## src/rtl/muldiv_pkg.sv

```systemverilog
// Shared definitions for the multi-cycle multiply/divide unit: operation
// encodings, FSM state encodings and small op-decode helpers.
package muldiv_pkg;

    typedef enum logic [1:0] {
        OP_MULTU = 2'b00,
        OP_MULT  = 2'b01,
        OP_DIVU  = 2'b10,
        OP_DIV   = 2'b11
    } op_e;

    localparam logic [1:0] ST_IDLE = 2'd0;
    localparam logic [1:0] ST_PREP = 2'd1;
    localparam logic [1:0] ST_RUN  = 2'd2;
    localparam logic [1:0] ST_FIX  = 2'd3;

    function automatic logic op_is_div(input logic [1:0] op);
        return (op == OP_DIVU) || (op == OP_DIV);
    endfunction

    function automatic logic op_is_signed(input logic [1:0] op);
        return (op == OP_MULT) || (op == OP_DIV);
    endfunction

endpackage

```

## src/rtl/muldiv_unit_if.sv

```systemverilog
// Execute-stage side of the multiply/divide unit: launch/abort controls,
// direct HI/LO writes, and the status/result outputs.
interface muldiv_unit_if #(
    parameter int WIDTH = 32
);
    logic             start;
    logic [1:0]       op;
    logic [WIDTH-1:0] a;
    logic [WIDTH-1:0] b;
    logic             flush;
    logic             hi_we;
    logic             lo_we;
    logic [WIDTH-1:0] wdata;
    logic             busy;
    logic             done;
    logic             div_by_zero;
    logic [WIDTH-1:0] hi;
    logic [WIDTH-1:0] lo;

    modport master (
        output start, op, a, b, flush, hi_we, lo_we, wdata,
        input  busy, done, div_by_zero, hi, lo
    );

    modport slave (
        input  start, op, a, b, flush, hi_we, lo_we, wdata,
        output busy, done, div_by_zero, hi, lo
    );
endinterface

```

## src/rtl/muldiv_step.sv

```systemverilog
// One radix-2 iteration on the {upper, lower} accumulator: shift-add for
// multiply, restoring trial subtraction (one quotient bit) for divide.
module muldiv_step
    import muldiv_pkg::*;
#(
    parameter int WIDTH = 32
) (
    input  logic [1:0]         op_i,
    input  logic [2*WIDTH-1:0] acc_i,
    input  logic [WIDTH-1:0]   m_i,
    output logic [2*WIDTH-1:0] acc_o
);
    logic [WIDTH:0]   sum;
    logic [WIDTH:0]   trial;
    logic             fits;
    logic [WIDTH-1:0] rem_sub;

    assign sum     = {1'b0, acc_i[2*WIDTH-1:WIDTH]} + (acc_i[0] ? {1'b0, m_i} : '0);
    // Partial remainder shifted left with the next dividend bit pulled in.
    assign trial   = acc_i[2*WIDTH-1:WIDTH-1];
    assign fits    = trial >= {1'b0, m_i};
    assign rem_sub = trial[WIDTH-1:0] - m_i;

    always_comb begin
        if (!op_is_div(op_i)) begin
            acc_o = {sum, acc_i[WIDTH-1:1]};
        end else if (fits) begin
            acc_o = {rem_sub, acc_i[WIDTH-2:0], 1'b1};
        end else begin
            acc_o = {acc_i[2*WIDTH-2:0], 1'b0};
        end
    end

endmodule

```

## src/rtl/muldiv_unit.sv

```systemverilog
// Multi-cycle signed/unsigned multiply/divide with architectural HI/LO.
// Operands are made positive in PREP, iterated WIDTH times, sign-fixed in FIX.
module muldiv_unit
    import muldiv_pkg::*;
#(
    parameter int WIDTH = 32
) (
    input  logic         clk,
    input  logic         rst,
    muldiv_unit_if.slave bus
);
    localparam int              CW       = $clog2(WIDTH);
    localparam logic [CW-1:0]   CNT_LAST = CW'(WIDTH - 1);

    logic [1:0]         state_q, state_d;
    logic [1:0]         op_q, op_d;
    logic [WIDTH-1:0]   a_q, a_d, b_q, b_d, m_q, m_d;
    logic [WIDTH-1:0]   hi_q, hi_d, lo_q, lo_d;
    logic [2*WIDTH-1:0] acc_q, acc_d, acc_step;
    logic [CW-1:0]      cnt_q, cnt_d;
    logic               neg_lo_q, neg_lo_d, neg_hi_q, neg_hi_d;
    logic               done_q, done_d, dbz_q, dbz_d;
    logic               is_div, sign_a, sign_b;
    logic [WIDTH-1:0]   abs_a, abs_b;

    muldiv_step #(.WIDTH(WIDTH)) u_step (
        .op_i  (op_q),
        .acc_i (acc_q),
        .m_i   (m_q),
        .acc_o (acc_step)
    );

    assign is_div = op_is_div(op_q);
    assign sign_a = op_is_signed(op_q) & a_q[WIDTH-1];
    assign sign_b = op_is_signed(op_q) & b_q[WIDTH-1];
    assign abs_a  = sign_a ? -a_q : a_q;
    assign abs_b  = sign_b ? -b_q : b_q;

    always_comb begin
        state_d  = state_q;
        op_d     = op_q;
        a_d      = a_q;
        b_d      = b_q;
        m_d      = m_q;
        acc_d    = acc_q;
        cnt_d    = cnt_q;
        neg_lo_d = neg_lo_q;
        neg_hi_d = neg_hi_q;
        hi_d     = hi_q;
        lo_d     = lo_q;
        dbz_d    = dbz_q;
        done_d   = 1'b0;
        case (state_q)
            ST_IDLE: begin
                if (bus.start && !bus.flush) begin
                    state_d = ST_PREP;
                    op_d    = bus.op;
                    a_d     = bus.a;
                    b_d     = bus.b;
                    dbz_d   = 1'b0;
                end else if (!bus.start) begin
                    if (bus.hi_we) hi_d = bus.wdata;
                    if (bus.lo_we) lo_d = bus.wdata;
                end
            end
            ST_PREP: begin
                if (bus.flush) begin
                    state_d = ST_IDLE;
                end else if (is_div && b_q == '0) begin
                    state_d = ST_IDLE;
                    hi_d    = a_q;
                    lo_d    = '1;
                    dbz_d   = 1'b1;
                    done_d  = 1'b1;
                end else begin
                    state_d  = ST_RUN;
                    cnt_d    = '0;
                    // Multiplier / dividend starts in the low half so it shifts out as bits are consumed.
                    m_d      = is_div ? abs_b : abs_a;
                    acc_d    = {{WIDTH{1'b0}}, (is_div ? abs_a : abs_b)};
                    neg_lo_d = sign_a ^ sign_b;
                    neg_hi_d = is_div ? sign_a : (sign_a ^ sign_b);
                end
            end
            ST_RUN: begin
                if (bus.flush) begin
                    state_d = ST_IDLE;
                end else begin
                    acc_d = acc_step;
                    cnt_d = cnt_q + CW'(1);
                    if (cnt_q == CNT_LAST) state_d = ST_FIX;
                end
            end
            default: begin
                state_d = ST_IDLE;
                if (!bus.flush) begin
                    done_d = 1'b1;
                    if (!is_div) begin
                        {hi_d, lo_d} = neg_lo_q ? -acc_q : acc_q;
                    end else begin
                        lo_d = neg_lo_q ? -acc_q[WIDTH-1:0] : acc_q[WIDTH-1:0];
                        hi_d = neg_hi_q ? -acc_q[2*WIDTH-1:WIDTH] : acc_q[2*WIDTH-1:WIDTH];
                    end
                end
            end
        endcase
    end

    always_ff @(posedge clk or posedge rst) begin
        if (rst) begin
            state_q  <= ST_IDLE;
            op_q     <= '0;
            a_q      <= '0;
            b_q      <= '0;
            m_q      <= '0;
            acc_q    <= '0;
            cnt_q    <= '0;
            neg_lo_q <= 1'b0;
            neg_hi_q <= 1'b0;
            hi_q     <= '0;
            lo_q     <= '0;
            done_q   <= 1'b0;
            dbz_q    <= 1'b0;
        end else begin
            state_q  <= state_d;
            op_q     <= op_d;
            a_q      <= a_d;
            b_q      <= b_d;
            m_q      <= m_d;
            acc_q    <= acc_d;
            cnt_q    <= cnt_d;
            neg_lo_q <= neg_lo_d;
            neg_hi_q <= neg_hi_d;
            hi_q     <= hi_d;
            lo_q     <= lo_d;
            done_q   <= done_d;
            dbz_q    <= dbz_d;
        end
    end

    assign bus.busy        = (state_q != ST_IDLE);
    assign bus.done        = done_q;
    assign bus.div_by_zero = dbz_q;
    assign bus.hi          = hi_q;
    assign bus.lo          = lo_q;

endmodule

```

## src/flat_wrapper.sv

```systemverilog
// flat-port wrapper written by rule: the top's interface ports become plain ports
module muldiv_unit_flat import muldiv_pkg::*;
#(
    parameter int WIDTH = 32
)
  (clk, rst, bus_start, bus_op, bus_a, bus_b, bus_flush, bus_hi_we, bus_lo_we, bus_wdata, bus_busy, bus_done, bus_div_by_zero, bus_hi, bus_lo);
  muldiv_unit_if #(.WIDTH(WIDTH)) bus_i ();
  input  logic clk;
  input  logic rst;
  input wire logic [$bits(bus_i.start)-1:0] bus_start;
  input wire logic [$bits(bus_i.op)-1:0] bus_op;
  input wire logic [$bits(bus_i.a)-1:0] bus_a;
  input wire logic [$bits(bus_i.b)-1:0] bus_b;
  input wire logic [$bits(bus_i.flush)-1:0] bus_flush;
  input wire logic [$bits(bus_i.hi_we)-1:0] bus_hi_we;
  input wire logic [$bits(bus_i.lo_we)-1:0] bus_lo_we;
  input wire logic [$bits(bus_i.wdata)-1:0] bus_wdata;
  output wire logic [$bits(bus_i.busy)-1:0] bus_busy;
  output wire logic [$bits(bus_i.done)-1:0] bus_done;
  output wire logic [$bits(bus_i.div_by_zero)-1:0] bus_div_by_zero;
  output wire logic [$bits(bus_i.hi)-1:0] bus_hi;
  output wire logic [$bits(bus_i.lo)-1:0] bus_lo;
  assign bus_i.start = bus_start;
  assign bus_i.op = bus_op;
  assign bus_i.a = bus_a;
  assign bus_i.b = bus_b;
  assign bus_i.flush = bus_flush;
  assign bus_i.hi_we = bus_hi_we;
  assign bus_i.lo_we = bus_lo_we;
  assign bus_i.wdata = bus_wdata;
  assign bus_busy = bus_i.busy;
  assign bus_done = bus_i.done;
  assign bus_div_by_zero = bus_i.div_by_zero;
  assign bus_hi = bus_i.hi;
  assign bus_lo = bus_i.lo;
  muldiv_unit #(.WIDTH(WIDTH)) u_core (.clk(clk), .rst(rst), .bus(bus_i));
endmodule
```

## config.mk

```make
export PLATFORM = sky130hd
export DESIGN_NAME = muldiv_unit_flat
export DESIGN_NICKNAME = d
export VERILOG_FILES = /design/src/rtl/muldiv_pkg.sv /design/src/rtl/muldiv_unit_if.sv /design/src/rtl/muldiv_step.sv /design/src/rtl/muldiv_unit.sv /design/src/flat_wrapper.sv
export SDC_FILE = /design/constraint.sdc
export NUM_CORES = 1
export LEC_CHECK = 0
export BUFFER_PORTS_ARGS = -buffer_cell sky130_fd_sc_hd__buf_4
export CAP_MARGIN = 25
export CORE_UTILIZATION = 48
export DETAILED_ROUTE_END_ITERATION = 6
export GPL_TIMING_DRIVEN = 0
export PLACE_DENSITY = 0.73
export SYNTH_ARGS = -nofsm -noshare
export SYNTH_HDL_FRONTEND = slang
export SYNTH_SLANG_ARGS = --single-unit
```

## constraint.sdc

```tcl
create_clock -name clk -period 7.62 [get_ports clk]
set_input_delay 0.762 -clock clk [delete_from_list [all_inputs] [get_ports clk]]
set_output_delay 0.762 -clock clk [all_outputs]
set_load 0.01 [all_outputs]
```

==> run metrics <==
Skew-Pair Late Insertion Delay approximately 0.59 ns; Worst EP required 8.06 ns; synth top area cells dfrtp_1 34%, a21oi_1 6.4%, nor2_1 6.1%; Util after Layout 0.5709; Hold WC Path Type in2async; WP buf/inv 2; 1st-pass router iterations 6; Yosys reg bits 237; Antenna Nets Post-Route 0; total gr overflow 0; Post-synth EDFFs 0; largest net degree at the start of global routing 129; CTS tree done; ys flop type dfrtp_1; Clock Tree Root clkbuf_16; clock buffer depth 3; WS Path Type reg2reg; Peak supply drop about 220 uV; Total GRT Usage 0.3603; area leader, netlist dfrtp_1; CP cell instances ha_1 -> a21o_1 -> a21o_1 -> a221o_1 -> o21ai_0 -> a21oi_1 -> nor2_1 -> clkbuf_1 -> buf_2 -> mux2i_1 -> o21ai_0; family with the most delay on the worst path compound AO/OA/AOI/OAI gates; Synth async-reset ratio 1.000; hold_ws 0.3161 ns; Post-Syn Area per Cell about 8.3 um2; final setup vio count 0; Mapped Area between 0.015 and 0.02 mm2; Initial Utilization 0.4883; Hold Fails Final Rpt 0; pwr/cell area approximately 440 mW/mm2; Final GP Congestion between 1 and 1.5; clock buffer count from CTS 28; Layout area overhead 16.92%; warnings from Yosys 0; Final period util 0.6147; DR DRC count 0; post-CTS setup buffer count 0; Max Slew Vio Count 0; crit end category register; PortBufs 170; nets@finish 2486; count of different cell masters after synthesis 76; hold buffer count at cts 0; layout cells sized above 1 0.1372; number of global-route vias before repair about 17000; most common cell after layout, fill and taps aside nor2_1; minimum clock period 4.684 ns; sequential area share after synthesis 0.3415; n_diodes 0; commonest cells after routing, fill and taps aside 284 x nor2_1, 237 x dfrtp_1, 223 x a21oi_1, 170 x nand2_1, 170 x buf_4; Max-Cap Viols 0; Worst Path Max Fanout 10; RSZ-0062 raised after global routing false; Mapped Cells around 2100; Worst-path clk slew approximately 0.070 ns; Yosys top cell area share 0.3415; slowest CP cell nor2_1; Iteration-0 DRC Markers 1836; Rows 69; chip height about 190 um; Max Clock Skew about 0.034 ns; CTS Sinks 237; vias post-DR ~18000; die width 192.2 um; status completed; Routed wire per std cell 24.20 um; Post-Route WL between 60 and 70 mm; f_max ~0.21 GHz; initial antenna violation count 2; Post-CTS Resized 0; die area around 0.037 mm2; H-tree levels 1; leakage 8.709 nW; Worst-Margin Slew roughly 1.2 ns; Vias/cell roughly 6.4; max_slew headroom 0.1930; first-pass GRT wire length between 90 and 100 mm; critical path arrival 5.13 ns; Placeable Area 0.03557 mm2; Syn Nets around 2300; HPWL after DPL between 50 and 60 mm; Startpoint Class register; CP max stage delay ~0.66 ns; IO Pins approximately 170
-- final cells by class --
class,count,area [um2]
Fill cell,3310,15260
Multi-Input combinational cell,1670,10670
Sequential cell,237,5931
Timing Repair Buffer,175,1328
Clock buffer,35,777.0
Tap cell,461,576.8
Buffer,132,518.0
Inverter,66,255.2
Clock inverter,17,249.0
-- worst reg2reg max path: cells and delay by family, from the launching register on --
family | cells | cell delay [ns]
adder cells (fa/ha/maj) | 1 | 0.45
AND/OR/NAND/NOR | 1 | 0.66
flip-flops | 1 | 0.54
multiplexers | 1 | 0.22
AO/OA/AOI/OAI | 6 | 1.63
buffers and inverters | 2 | 1.05
-- through the flow --
step	std cells	power, mW	setup WS [ns]	setup TNS [ns]	cell area (um2)
detailed placement	2740	7.312	3.143	0	19270
CTS	2792	8.832	3.104	0	20290
floorplan	2105	5.637	0.3550	0	17370
global route	2793	9.494	2.760	0	20310
global placement	2736	7.234	-2.371	-552.77	19220
finish	2793	9.003	2.936	0	20310
-- where the power goes --
group          leakage, nW  internal (mW)  switching [mW]  total, mW
registers             2.83           1.67           0.727       2.40
clock network        0.499          0.900           0.606       1.51
logic                 5.38           1.99            3.11       5.10
total                 8.71           4.56            4.44       9.00
-- worst paths after layout --
path,start,endpoint,slack (ns),depth (start not counted)
min in group clk,bus_b[0],u_core.b_q[0],0.38,3
setup / recovery,u_core.acc_q[41],u_core.acc_q[33],2.94,11
setup reg to reg,u_core.acc_q[41],u_core.acc_q[33],2.94,11
max in group asynchronous,rst,u_core.bus.hi[0],6.15,3
hold / removal,rst,u_core.acc_q[37],0.32,2
hold reg to reg,u_core.m_q[5],u_core.m_q[5],0.49,2
-- cells in the mapped netlist, types with 5 or more instances --
library cell,n
buf_2,12
nor3_1,57
a21oi_1,223
ha_1,70
xnor2_1,102
clkbuf_1,105
nor4_1,14
or4_1,16
o41ai_1,12
nand2_1,170
o21ai_0,139
buf_1,14
o21a_1,12
a211oi_1,53
nor2_1,284
dfrtp_1,237
a32o_1,6
a21o_1,29
a31oi_1,22
and3_1,9
or2_2,5
o31a_1,11
a2111oi_0,27
mux2i_1,24
mux2_2,64
nor2b_1,35
o22ai_1,30
nand4_1,9
a22oi_1,9
inv_1,66
nand2b_1,13
a221o_1,8
o211ai_1,14
o31ai_1,24
nor3b_1,6
o21bai_1,6
xor2_1,67
nand3_1,23
or3_1,11
-- cells by family (layout without fill, tap and decap cells) --
group | after synthesis | count (layout) | synth area share
xor gates and xnor gates | 169 | 169 | 0.08522
buffers and inverters | 198 | 425 | 0.04409
DFF | 237 | 237 | 0.3415
AOI/OAI and AO/OA | 664 | 664 | 0.2419
adders and majority gates | 72 | 72 | 0.05273
and+or+nand+nor | 676 | 676 | 0.1779
muxes | 89 | 89 | 0.05662
-- metal layers --
metal	vias up	wire [um]	track usage
met1	8641	28220	0.5022
met4	2	3637	0.1651
met5	-	12	0
met2	1033	28760	0.5327
li1	8020	-	-
met3	225	6941	0.07528
-- registers in the layout (all words and copies together) (netlist names) --
register	flops
u_core.state_q	2
u_core.cnt_q	5
u_core.neg_hi_q	1
u_core.bus.hi	32
u_core.acc_q	64
u_core.op_q	2
u_core.m_q	32
u_core.bus.div_by_zero	1
u_core.bus.done	1
u_core.bus.lo	32
u_core.a_q	32
u_core.b_q	32
u_core.neg_lo_q	1
No activity file was read; power rests on OpenSTA's default activity.
